$ cat config.mk
export PLATFORM = sky130hd
export DESIGN_NAME = blink_period_meter
export DESIGN_NICKNAME = d
export VERILOG_FILES = /design/src/rtl/blink_pkg.sv /design/src/rtl/sig_sync_edge.sv /design/src/rtl/blink_period_meter.sv
export SDC_FILE = /design/constraint.sdc
export NUM_CORES = 1
export LEC_CHECK = 0
export CAP_MARGIN = 0
export CORE_ASPECT_RATIO = 0.6
export CORE_UTILIZATION = 46
export CTS_CLUSTER_SIZE = 8
export DETAILED_ROUTE_END_ITERATION = 10
export PLACE_DENSITY = 0.68
export SLEW_MARGIN = 20
export SYNTH_ARGS = -nofsm -noshare
export SYNTH_HDL_FRONTEND = slang
export SYNTH_HIERARCHICAL = 1
export SYNTH_SLANG_ARGS = --single-unit
$ cat constraint.sdc
create_clock -name clk -period 3 [get_ports clk]
set_input_delay 0.6 -clock clk [delete_from_list [all_inputs] [get_ports clk]]
set_output_delay 0.6 -clock clk [all_outputs]
set_load 0.03 [all_outputs]
$ cat src/rtl/blink_pkg.sv
// -----------------------------------------------------------------------------
// blink_pkg
//   Shared types and constants for the LED blinker and its receive-side
//   period meter.
//   - meter_state_t : phase-tracking state of blink_period_meter
//   - BLINK_CNT_W   : default counter / result field width
// -----------------------------------------------------------------------------
package blink_pkg;

  typedef enum logic [1:0] {
    IDLE = 2'd0,
    HIGH = 2'd1,
    LOW  = 2'd2
  } meter_state_t;

  localparam int BLINK_CNT_W = 21;

endpackage

$ cat src/rtl/sig_sync_edge.sv
// -----------------------------------------------------------------------------
// sig_sync_edge
//   Brings an asynchronous level into the clk domain and produces registered
//   single-cycle rise/fall pulses. With BLINK_METER_FILTER_EN defined, a
//   deglitcher sits between the synchronizer and the edge detector: the level
//   only changes after FILT_LEN consecutive equal synchronized samples.
// Ports
//   clk      in  clock
//   rst_n    in  asynchronous active-low reset
//   sig_i    in  asynchronous input
//   level_o  out synchronized (optionally filtered) level
//   rise_o   out 1-cycle pulse on a 0->1 change of level_o
//   fall_o   out 1-cycle pulse on a 1->0 change of level_o
// Configuration macro: BLINK_METER_FILTER_EN
// -----------------------------------------------------------------------------
module sig_sync_edge #(
  parameter int SYNC_STAGES = 2,
  parameter int FILT_LEN    = 4
) (
  input  logic clk,
  input  logic rst_n,
  input  logic sig_i,
  output logic level_o,
  output logic rise_o,
  output logic fall_o
);

  logic [SYNC_STAGES-1:0] sync_q;
  logic                   level_s;
  logic                   prev_q;
  logic                   rise_q;
  logic                   fall_q;

  // Synchronizer shift chain; sync_q[SYNC_STAGES-1] is the settled sample.
  always_ff @(posedge clk or negedge rst_n) begin
    if (!rst_n) begin
      sync_q <= '0;
    end else begin
      sync_q <= {sync_q[SYNC_STAGES-2:0], sig_i};
    end
  end

`ifdef BLINK_METER_FILTER_EN
  localparam int FW = (FILT_LEN < 2) ? 1 : $clog2(FILT_LEN);

  logic [FW-1:0] filt_cnt_q, filt_cnt_d;
  logic          filt_lvl_q, filt_lvl_d;

  // Deglitcher: count consecutive samples that disagree with the accepted
  // level and flip on the FILT_LEN-th one; any agreeing sample restarts it.
  always_comb begin
    filt_cnt_d = filt_cnt_q;
    filt_lvl_d = filt_lvl_q;
    if (sync_q[SYNC_STAGES-1] != filt_lvl_q) begin
      if (filt_cnt_q == FW'(FILT_LEN - 1)) begin
        filt_lvl_d = sync_q[SYNC_STAGES-1];
        filt_cnt_d = '0;
      end else begin
        filt_cnt_d = filt_cnt_q + FW'(1);
      end
    end else begin
      filt_cnt_d = '0;
    end
  end

  // Deglitcher state register.
  always_ff @(posedge clk or negedge rst_n) begin
    if (!rst_n) begin
      filt_cnt_q <= '0;
      filt_lvl_q <= 1'b0;
    end else begin
      filt_cnt_q <= filt_cnt_d;
      filt_lvl_q <= filt_lvl_d;
    end
  end

  assign level_s = filt_lvl_q;
`else
  assign level_s = sync_q[SYNC_STAGES-1];
`endif

  // Edge detector: the pulses are registered, so they appear one cycle after
  // the level itself changes.
  always_ff @(posedge clk or negedge rst_n) begin
    if (!rst_n) begin
      prev_q <= 1'b0;
      rise_q <= 1'b0;
      fall_q <= 1'b0;
    end else begin
      prev_q <= level_s;
      rise_q <= level_s & ~prev_q;
      fall_q <= ~level_s & prev_q;
    end
  end

  assign level_o = level_s;
  assign rise_o  = rise_q;
  assign fall_o  = fall_q;

endmodule

$ cat src/rtl/blink_period_meter.sv
// -----------------------------------------------------------------------------
// blink_period_meter
//   Measures the high and low phases of an asynchronous square wave in clk
//   ticks. Each complete period (rise -> fall -> rise) is published as one
//   {meas_high, meas_low} record over a valid/ready handshake.
// Ports
//   clk         in  clock
//   rst_n       in  asynchronous active-low reset
//   sig_in      in  asynchronous input signal
//   meas_valid  out record valid
//   meas_ready  in  consumer ready (transfer on valid && ready)
//   meas_high   out ticks high in the measured period
//   meas_low    out ticks low in the measured period
//   overrun     out sticky: a record was dropped since the last transfer
//   timeout     out no edge within TIMEOUT ticks; cleared by the next rise
//   sig_level   out synchronized (optionally filtered) input level
// Configuration macro: BLINK_METER_FILTER_EN (input deglitcher)
// -----------------------------------------------------------------------------
module blink_period_meter
  import blink_pkg::*;
#(
  parameter int CNT_W       = BLINK_CNT_W,
  parameter int SYNC_STAGES = 2,
  parameter int TIMEOUT     = 2**21 - 1,
  parameter int FILT_LEN    = 4
) (
  input  logic             clk,
  input  logic             rst_n,
  input  logic             sig_in,
  output logic             meas_valid,
  input  logic             meas_ready,
  output logic [CNT_W-1:0] meas_high,
  output logic [CNT_W-1:0] meas_low,
  output logic             overrun,
  output logic             timeout,
  output logic             sig_level
);

  localparam logic [CNT_W-1:0] TMO_C = CNT_W'(TIMEOUT);

  logic rise_s, fall_s, level_s;

  sig_sync_edge #(
    .SYNC_STAGES (SYNC_STAGES),
    .FILT_LEN    (FILT_LEN)
  ) u_sync (
    .clk     (clk),
    .rst_n   (rst_n),
    .sig_i   (sig_in),
    .level_o (level_s),
    .rise_o  (rise_s),
    .fall_o  (fall_s)
  );

  meter_state_t     state_q, state_d;
  logic [CNT_W-1:0] cnt_q, cnt_d;
  logic [CNT_W-1:0] hi_q, hi_d;
  logic [CNT_W-1:0] high_q, high_d;
  logic [CNT_W-1:0] low_q, low_d;
  logic             valid_q, valid_d;
  logic             ovr_q, ovr_d;
  logic             tmo_q, tmo_d;
  logic             publish_s;
  logic             drop_s;
  logic             hs_s;

  // Next-state logic: phase FSM, counter, high-phase latch, output record.
  always_comb begin
    state_d   = state_q;
    cnt_d     = cnt_q;
    hi_d      = hi_q;
    high_d    = high_q;
    low_d     = low_q;
    valid_d   = valid_q;
    ovr_d     = ovr_q;
    tmo_d     = tmo_q;
    publish_s = 1'b0;
    hs_s      = valid_q & meas_ready;

    case (state_q)
      IDLE: begin
        cnt_d = '0;
        if (rise_s) begin
          state_d = HIGH;
          cnt_d   = {{(CNT_W-1){1'b0}}, 1'b1};
          tmo_d   = 1'b0;
        end else begin
          state_d = IDLE;
        end
      end
      HIGH: begin
        // Timeout is checked first so the counter can never pass TIMEOUT.
        if (cnt_q == TMO_C) begin
          state_d = IDLE;
          cnt_d   = '0;
          tmo_d   = 1'b1;
        end else if (fall_s) begin
          state_d = LOW;
          hi_d    = cnt_q;
          cnt_d   = {{(CNT_W-1){1'b0}}, 1'b1};
        end else begin
          cnt_d = cnt_q + {{(CNT_W-1){1'b0}}, 1'b1};
        end
      end
      LOW: begin
        if (cnt_q == TMO_C) begin
          state_d = IDLE;
          cnt_d   = '0;
          tmo_d   = 1'b1;
        end else if (rise_s) begin
          state_d   = HIGH;
          cnt_d     = {{(CNT_W-1){1'b0}}, 1'b1};
          publish_s = 1'b1;
        end else begin
          cnt_d = cnt_q + {{(CNT_W-1){1'b0}}, 1'b1};
        end
      end
      default: begin
        state_d = IDLE;
        cnt_d   = '0;
      end
    endcase

    // A record is dropped only when the slot is full and not draining now;
    // a transfer in the same cycle frees the slot for the new record.
    drop_s = publish_s & valid_q & ~meas_ready;

    if (publish_s && !drop_s) begin
      high_d  = hi_q;
      low_d   = cnt_q;
      valid_d = 1'b1;
    end else if (hs_s) begin
      valid_d = 1'b0;
    end else begin
      valid_d = valid_q;
    end

    if (drop_s) begin
      ovr_d = 1'b1;
    end else if (hs_s) begin
      ovr_d = 1'b0;
    end else begin
      ovr_d = ovr_q;
    end
  end

  // State and output registers.
  always_ff @(posedge clk or negedge rst_n) begin
    if (!rst_n) begin
      state_q <= IDLE;
      cnt_q   <= '0;
      hi_q    <= '0;
      high_q  <= '0;
      low_q   <= '0;
      valid_q <= 1'b0;
      ovr_q   <= 1'b0;
      tmo_q   <= 1'b0;
    end else begin
      state_q <= state_d;
      cnt_q   <= cnt_d;
      hi_q    <= hi_d;
      high_q  <= high_d;
      low_q   <= low_d;
      valid_q <= valid_d;
      ovr_q   <= ovr_d;
      tmo_q   <= tmo_d;
    end
  end

  assign meas_valid = valid_q;
  assign meas_high  = high_q;
  assign meas_low   = low_q;
  assign overrun    = ovr_q;
  assign timeout    = tmo_q;
  assign sig_level  = level_s;

endmodule

==> run_summary.xml, run 1 <==
<?xml version="1.0" encoding="UTF-8"?>
<metrics>
  <group name="timing">
    <metric name="final_period_minus_worst_setup_slack" unit="ns">2.45</metric>
    <metric name="slew_headroom" unit="%">39.9</metric>
    <metric name="grt_setup_unrepaired" unit="">no</metric>
    <metric name="final_worst_path_period_share" unit="%">81.6</metric>
    <metric name="setup_violators_final" unit="">0</metric>
    <metric name="final-max-slew-violation-count" unit="">0</metric>
    <metric name="final_critical_path_setup_slack" unit="ns">0.551</metric>
    <metric name="fmax" unit="GHz">0.408</metric>
    <metric name="timing.setup.tns" unit="ns">0</metric>
    <metric name="hold_violations" unit="">0</metric>
    <metric name="fin_hold_ws" unit="ns">0.261</metric>
    <metric name="worst_slew_pin_slew" unit="ns">0.893</metric>
    <metric name="clock-skew-final" unit="ns">0.00459</metric>
  </group>
  <group name="worst_setup_path">
    <metric name="path_class" unit="">flip-flop to flip-flop</metric>
    <metric name="r2r.worst_path.cells" unit="">6</metric>
    <metric name="maximum_fanout_along_the_worst_path" unit="">11</metric>
    <metric name="worstSetupStartpointType" unit="">flip-flop</metric>
    <metric name="critical_path.reg2reg.endpoint" unit="">hi_q[17]$_DFFE_PN0P_</metric>
    <metric name="required_time_of_the_critical_path" unit="ns">3.22</metric>
    <metric name="critical-path-slowest-cell" unit="">sky130_fd_sc_hd__a21oi_2</metric>
    <metric name="slowest_delay" unit="ns">0.59</metric>
    <metric name="setup.reg_to_reg.worst_slack" unit="ns">0.55</metric>
    <metric name="cp_data_arrival_time" unit="ns">2.66</metric>
    <metric name="crit_start" unit="">cnt_q[0]$_DFF_PN0_</metric>
    <metric name="setup.worst_path.end" unit="">hi_q[17]$_DFFE_PN0P_</metric>
    <metric name="critical_path.endpoint_type" unit="">flip-flop</metric>
    <metric name="r2r_start" unit="">cnt_q[0]$_DFF_PN0_</metric>
    <metric name="timing.critical_path.cells" unit="">ha_1, nand3_1, nor4_4, a21oi_2, buf_4, mux2_1</metric>
  </group>
  <group name="yosys">
    <metric name="syn-cell-area" unit="sq um">3900</metric>
    <metric name="synth-async-reset-ratio" unit="%">100</metric>
    <metric name="yosysWarningCount" unit="">6</metric>
    <metric name="ys_seq_elements" unit="">94</metric>
    <metric name="synthFlopType" unit="">sky130_fd_sc_hd__dfrtp_1</metric>
    <metric name="netlist_instances" unit="">297</metric>
    <metric name="yosysUniqueCellTypes" unit="">36</metric>
    <metric name="synth-edff-count" unit="">0</metric>
    <metric name="synth.net_count" unit="">306</metric>
    <metric name="syn-mean-instance-area" unit="sq um">13.1</metric>
    <metric name="synth_sequential_area_ratio" unit="%">60.3</metric>
  </group>
  <group name="drt">
    <metric name="via_count" unit="">2434</metric>
    <metric name="detail_route.iter0.violations" unit="">118</metric>
    <metric name="remaining_drcs" unit="">0</metric>
    <metric name="antenna_violating_nets_post_route" unit="">0</metric>
    <metric name="totalWireLength" unit="microns">6970</metric>
    <metric name="detailedRoute.firstPassIterationCount" unit="">4</metric>
    <metric name="routed_wire_length_per_instance" unit="microns">14.9</metric>
    <metric name="avgViaCountPerCell" unit="">5.20</metric>
  </group>
  <group name="clocking">
    <metric name="worst_skew_pair.late_latency" unit="ns">0.33</metric>
    <metric name="postCtsSetupRepairBufs" unit="">0</metric>
    <metric name="cts_inserted_buffers" unit="">9</metric>
    <metric name="cts.htree.levels" unit="">3</metric>
    <metric name="tritoncts_clock_tree" unit="">yes</metric>
    <metric name="cts_hold_buf" unit="">0</metric>
    <metric name="cts.repair.resized" unit="">0</metric>
    <metric name="clock_tree.buffer_depth" unit="">2</metric>
    <metric name="numClockSinks" unit="">94</metric>
    <metric name="clock-root-buffer" unit="">sky130_fd_sc_hd__clkbuf_16</metric>
    <metric name="cts.clk_slew.worst_paths" unit="ns">0.06</metric>
  </group>
  <group name="global_routing">
    <metric name="grt_overflow_total" unit="">0</metric>
    <metric name="grt_pass1_wl" unit="microns">12100</metric>
    <metric name="grtUsageMet1" unit="%">26.4</metric>
    <metric name="groute.layer.met2.usage" unit="%">26.0</metric>
    <metric name="global_route.peak_usage_layer" unit="">met1</metric>
    <metric name="grt_util_met3" unit="%">4.81</metric>
    <metric name="overall_routing_resource_usage" unit="%">18.1</metric>
    <metric name="grt_max_degree" unit="">50</metric>
    <metric name="first_global_vias" unit="">2364</metric>
    <metric name="antenna_found_initial" unit="">0</metric>
  </group>
  <group name="cells_and_area">
    <metric name="layout.nets" unit="">364</metric>
    <metric name="finalCoreUtilization" unit="%">60.6</metric>
    <metric name="num_antenna_cells" unit="">0</metric>
    <metric name="layoutNonFillerInstCount" unit="">468</metric>
    <metric name="layout.cells.most_common_list" unit="">sky130_fd_sc_hd__dfrtp_1 (94), sky130_fd_sc_hd__mux2_1 (54), sky130_fd_sc_hd__clkdlybuf4s50_1 (48), sky130_fd_sc_hd__nor2_1 (19), sky130_fd_sc_hd__a21oi_1 (14)</metric>
    <metric name="flow.area_growth_from_synthesis" unit="%">25.0</metric>
    <metric name="drive_above_1_share" unit="%">10.0</metric>
    <metric name="mostFrequentLayoutCell" unit="">sky130_fd_sc_hd__dfrtp_1</metric>
  </group>
  <group name="placement">
    <metric name="place.gp.congestion" unit="">0.796</metric>
    <metric name="buffer_ports.inserted" unit="">49</metric>
    <metric name="dp_worst_setup_slack" unit="ns">0.525</metric>
    <metric name="final_hpwl_from_detailed_placement" unit="microns">4840</metric>
    <metric name="place.detailed.instances" unit="">452</metric>
  </group>
  <group name="pwr">
    <metric name="sequentialPowerShare" unit="%">45.4</metric>
    <metric name="max-vdd-ir-drop" unit="mV">0.404</metric>
    <metric name="p_comb_share" unit="%">16.9</metric>
    <metric name="leakage" unit="nW">2.27</metric>
    <metric name="sw_frac_of_total" unit="%">27.1</metric>
    <metric name="power.density_cell_area" unit="nW/um^2">653</metric>
    <metric name="p_int" unit="W">0.00232</metric>
    <metric name="clock_power_share" unit="%">37.7</metric>
    <metric name="switching_power" unit="W">0.000861</metric>
  </group>
  <group name="outcome">
    <metric name="run_status" unit="">complete, no violations</metric>
  </group>
  <group name="die">
    <metric name="core" unit="sq um">8040</metric>
    <metric name="die_h" unit="microns">73.3</metric>
    <metric name="design.die.area" unit="sq um">8860</metric>
    <metric name="dieWidth" unit="microns">121</metric>
    <metric name="floorplan.rows" unit="">25</metric>
    <metric name="num_io_pins" unit="">50</metric>
    <metric name="floorplan.initialDensity" unit="%">48.5</metric>
  </group>
  <group name="job">
    <metric name="drv_cap" unit="">0</metric>
  </group>
  <group name="hold_path">
    <metric name="hold_path_class" unit="">input pin to asynchronous set/reset pin</metric>
  </group>
</metrics>
worst max-delay path, delay by kind of cell (launching register included):
kind            cells  cell delay [ns]
compound gates      1             0.59
flops               1             0.45
simple gates        2             0.35
buf+inv             1             0.33
mux                 1             0.33
fa+ha+maj           1             0.27
Yosys cell counts, types with 5 or more instances:
master | count | share of area [%]
sky130_fd_sc_hd__mux2_1 | 54 | 16
sky130_fd_sc_hd__nand3_1 | 10 | 1.3
sky130_fd_sc_hd__nor4_1 | 5 | 0.80
sky130_fd_sc_hd__mux2_2 | 5 | 1.4
sky130_fd_sc_hd__o21ai_0 | 8 | 1.0
sky130_fd_sc_hd__nor2_1 | 19 | 1.8
sky130_fd_sc_hd__buf_2 | 7 | 0.90
sky130_fd_sc_hd__or3_1 | 5 | 0.80
sky130_fd_sc_hd__xnor2_1 | 12 | 2.7
sky130_fd_sc_hd__nand2_1 | 7 | 0.67
sky130_fd_sc_hd__ha_1 | 5 | 1.6
sky130_fd_sc_hd__dfrtp_1 | 94 | 60
sky130_fd_sc_hd__inv_1 | 12 | 1.2
sky130_fd_sc_hd__a21oi_1 | 15 | 1.9
cells by family after synthesis:
kind of cell	count (synthesis)	share of synthesized area, %
adder cells (fa/ha/maj)	5	1.60
flip-flops	94	60.3
AO/OA/AOI/OAI	39	6.16
multiplexers	59	17.0
AND/OR/NAND/NOR	66	9.56
buffers and inverters	20	2.15
XOR/XNOR	14	3.15
stage by stage:
| stage | power [W] | cell area [sq um] |
|---|---|---|
| after global routing | 0.00333 | 4870 |
| after global placement | 0.00200 | 4550 |
| after CTS | 0.00323 | 4870 |
| after floorplan | 0.00180 | 3900 |
| final | 0.00318 | 4870 |
| after detailed placement | 0.00202 | 4550 |
flip-flops by register name, summed over array words and instances (netlist names):
signal	count
overrun	1
u_sync/rise_o	1
meas_valid	1
hi_q	21
meas_high	21
u_sync/sync_q	2
meas_low	21
cnt_q	21
state_q	2
u_sync/fall_o	1
u_sync/prev_q	1
timeout	1
worst min-delay path by stage:
stage	cells after the start	startpoint	end
finish	1	rst_n	overrun$_DFFE_PN0P_
global route	1	rst_n	meas_high[13]$_DFFE_PN0P_
floorplan	0	rst_n	cnt_q[0]$_DFF_PN0_
detailed placement	0	u_sync/sync_q[0]$_DFF_PN0_	u_sync/sync_q[1]$_DFF_PN0_
global placement	0	u_sync/sync_q[0]$_DFF_PN0_	u_sync/sync_q[1]$_DFF_PN0_
CTS	1	rst_n	meas_high[14]$_DFFE_PN0P_
layer usage:
layer / vias up / part of all wire, %
li1: 1170 / -
met1: 1207 / 54
met2: 51 / 41
met3: 6 / 3.7
met4: 0 / 0.86
met5: - / 0
power groups by stage:
| stage | sequential (W) | combinational [W] | clock, W |
|---|---|---|---|
| global placement | 0.00147 | 0.000533 | 0 |
| detailed placement | 0.00147 | 0.000545 | 0 |
| finish | 0.00145 | 0.000539 | 0.00120 |
| global route | 0.00146 | 0.000596 | 0.00128 |
| CTS | 0.00145 | 0.000547 | 0.00123 |
| floorplan | 0.00155 | 0.000249 | 0 |
cell type report:
cell class / instances / area, sq um
timing repair buffer: 55 / 546
tap: 108 / 135
clock buffer: 9 / 225
multi-input combinational: 183 / 1470
fill: 642 / 3160
sequential: 94 / 2350
clock inverter: 7 / 97.6
inverter: 12 / 45.0
No activity file was read; power rests on OpenSTA's default activity.
==> run 2: changes to the inputs <==
- clock period: 3 -> 2.35 ns (I/O delays scaled with it)
==> run_summary.xml, run 2 (synthesis gave the netlist of run 1 again) <==
<?xml version="1.0" encoding="UTF-8"?>
<metrics>
  <group name="clocking">
    <metric name="cts.htree.levels" unit="">3</metric>
    <metric name="cts_hold_buf" unit="">0</metric>
    <metric name="clock-root-buffer" unit="">sky130_fd_sc_hd__clkbuf_16</metric>
    <metric name="cts_inserted_buffers" unit="">9</metric>
    <metric name="worst_skew_pair.late_latency" unit="ns">0.34</metric>
    <metric name="postCtsSetupRepairBufs" unit="">0</metric>
    <metric name="clock_tree.buffer_depth" unit="">2</metric>
    <metric name="numClockSinks" unit="">94</metric>
    <metric name="cts.repair.resized" unit="">0</metric>
    <metric name="cts.clk_slew.worst_paths" unit="ns">0.07</metric>
    <metric name="tritoncts_clock_tree" unit="">yes</metric>
  </group>
  <group name="cells_and_area">
    <metric name="flow.area_growth_from_synthesis" unit="%">26.6</metric>
    <metric name="layout.nets" unit="">372</metric>
    <metric name="layoutNonFillerInstCount" unit="">476</metric>
    <metric name="layout.cells.most_common_list" unit="">sky130_fd_sc_hd__dfrtp_1 (94), sky130_fd_sc_hd__mux2_1 (54), sky130_fd_sc_hd__clkdlybuf4s50_1 (48), sky130_fd_sc_hd__nor2_1 (19), sky130_fd_sc_hd__a21oi_1 (14)</metric>
    <metric name="n_fill_cell" unit="">635</metric>
    <metric name="num_antenna_cells" unit="">0</metric>
    <metric name="mostFrequentLayoutCell" unit="">sky130_fd_sc_hd__dfrtp_1</metric>
    <metric name="drive_above_1_share" unit="%">12.0</metric>
  </group>
  <group name="die">
    <metric name="num_io_pins" unit="">50</metric>
    <metric name="core" unit="sq um">8040</metric>
    <metric name="floorplan.initialDensity" unit="%">48.5</metric>
    <metric name="dieWidth" unit="microns">121</metric>
    <metric name="die_h" unit="microns">73.3</metric>
    <metric name="design.die.area" unit="sq um">8860</metric>
    <metric name="floorplan.rows" unit="">25</metric>
  </group>
  <group name="drt">
    <metric name="detailedRoute.firstPassIterationCount" unit="">4</metric>
    <metric name="detail_route.iter0.violations" unit="">158</metric>
    <metric name="routed_wire_length_per_instance" unit="microns">15.1</metric>
    <metric name="totalWireLength" unit="microns">7210</metric>
    <metric name="remaining_drcs" unit="">0</metric>
    <metric name="antenna_violating_nets_post_route" unit="">0</metric>
    <metric name="via_count" unit="">2464</metric>
    <metric name="avgViaCountPerCell" unit="">5.18</metric>
  </group>
  <group name="worst_setup_path">
    <metric name="required_time_of_the_critical_path" unit="ns">2.57</metric>
    <metric name="path_class" unit="">flip-flop to flip-flop</metric>
    <metric name="critical_path.endpoint_type" unit="">flip-flop</metric>
    <metric name="setup.reg_to_reg.worst_slack" unit="ns">0.31</metric>
    <metric name="r2r_start" unit="">cnt_q[1]$_DFF_PN0_</metric>
    <metric name="worstSetupStartpointType" unit="">flip-flop</metric>
    <metric name="cp_data_arrival_time" unit="ns">2.26</metric>
    <metric name="crit_start" unit="">cnt_q[1]$_DFF_PN0_</metric>
    <metric name="maximum_fanout_along_the_worst_path" unit="">18</metric>
    <metric name="critical_path.reg2reg.endpoint" unit="">meas_high[20]$_DFFE_PN0P_</metric>
    <metric name="r2r.worst_path.cells" unit="">6</metric>
    <metric name="setup.worst_path.end" unit="">meas_high[20]$_DFFE_PN0P_</metric>
  </group>
  <group name="timing">
    <metric name="timing.setup.tns" unit="ns">0</metric>
    <metric name="final_period_minus_worst_setup_slack" unit="ns">2.04</metric>
    <metric name="slew_headroom" unit="%">59.6</metric>
    <metric name="hold_violations" unit="">0</metric>
    <metric name="clock-skew-final" unit="ns">0.00628</metric>
    <metric name="final_worst_path_period_share" unit="%">86.7</metric>
    <metric name="final-max-slew-violation-count" unit="">0</metric>
    <metric name="fmax" unit="GHz">0.491</metric>
    <metric name="worst_slew_pin_slew" unit="ns">0.606</metric>
    <metric name="grt_setup_unrepaired" unit="">no</metric>
    <metric name="setup_violators_final" unit="">0</metric>
  </group>
  <group name="placement">
    <metric name="place.gp.congestion" unit="">0.781</metric>
    <metric name="final_hpwl_from_detailed_placement" unit="microns">5060</metric>
    <metric name="buffer_ports.inserted" unit="">49</metric>
    <metric name="place.detailed.instances" unit="">460</metric>
  </group>
  <group name="global_routing">
    <metric name="grt_max_degree" unit="">47</metric>
    <metric name="antenna_found_initial" unit="">0</metric>
    <metric name="first_global_vias" unit="">2432</metric>
    <metric name="overall_routing_resource_usage" unit="%">18.9</metric>
    <metric name="grt_pass1_wl" unit="microns">12300</metric>
    <metric name="grt_overflow_total" unit="">0</metric>
  </group>
  <group name="outcome">
    <metric name="run_status" unit="">complete, no violations</metric>
  </group>
  <group name="pwr">
    <metric name="max-vdd-ir-drop" unit="mV">0.524</metric>
    <metric name="leakage" unit="nW">2.31</metric>
    <metric name="power.density_cell_area" unit="nW/um^2">818</metric>
  </group>
  <group name="hold_path">
    <metric name="hold_path_class" unit="">input pin to asynchronous set/reset pin</metric>
  </group>
  <group name="job">
    <metric name="drv_cap" unit="">0</metric>
  </group>
</metrics>
-- run 2: report_power, final --
group          total (W)  internal [W]  switching (W)  leakage [nW]
Clock            0.00144      0.000827       0.000610         0.142
Sequential       0.00184       0.00175      0.0000897          1.29
Combinational   0.000761      0.000330       0.000430         0.877
Total            0.00404       0.00291        0.00113          2.31
-- run 2: layout make-up --
class | instances | area (sq um) | area share, %
Sequential cell | 94 | 2350 | 47.7
Multi-Input combinational cell | 183 | 1470 | 29.9
Timing Repair Buffer | 63 | 631 | 12.8
Clock buffer | 9 | 225 | 4.56
Tap cell | 108 | 135 | 2.74
Clock inverter | 7 | 72.6 | 1.47
Inverter | 12 | 45.0 | 0.913
-- run 2: worst max-delay path, cell delays in order, from the launching register on --
cell                      delay (ns)
sky130_fd_sc_hd__dfrtp_1        0.41
sky130_fd_sc_hd__ha_1           0.23
sky130_fd_sc_hd__nand3_1        0.20
sky130_fd_sc_hd__nor4_4         0.37
sky130_fd_sc_hd__a21oi_4        0.12
sky130_fd_sc_hd__buf_4          0.24
sky130_fd_sc_hd__mux2_1         0.35
-- run 2: worst min-delay path by stage --
stage | end | slack [ns] | depth (start not counted)
3_3_place_gp | u_sync/sync_q[1]$_DFF_PN0_ | 0.34 | 0
5_1_grt | meas_low[12]$_DFFE_PN0P_ | 0.17 | 1
3_5_place_dp | u_sync/sync_q[1]$_DFF_PN0_ | 0.34 | 0
2_1_floorplan | cnt_q[0]$_DFF_PN0_ | 0.17 | 0
6_report | meas_low[10]$_DFFE_PN0P_ | 0.14 | 1
4_1_cts | meas_low[10]$_DFFE_PN0P_ | 0.15 | 1
-- run 2: per-layer routing --
| layer | part of all wire [%] | wire length, microns | track usage, % |
|---|---|---|---|
| met1 | 52 | 3740 | 27.0 |
| met2 | 42 | 3060 | 26.5 |
| met3 | 4.6 | 333 | 7.30 |
| met4 | 1.1 | 76 | 5.62 |
| met5 | 0 | 0 | 0 |
-- run 2: stage by stage --
stage          total power (W)  utilization [%]  worst slack, ns  hold slack [ns]  instance area [sq um]
2_1_floorplan          0.00230                -            0.307            0.174                   3900
6_report               0.00404             61.4            0.312            0.140                   4930
3_5_place_dp           0.00264             57.7            0.147            0.344                   4640
4_1_cts                0.00409             61.4            0.302            0.154                   4930
3_3_place_gp           0.00261             57.7            0.194            0.336                   4640
5_1_grt                0.00423             61.4            0.177            0.172                   4930
==> run 3: changes to the inputs <==
- SKIP_CTS_REPAIR_TIMING: unset -> 1
==> results of run 3 <==
Same layout as run 2: the final DEF is identical, and so are final timing and power.
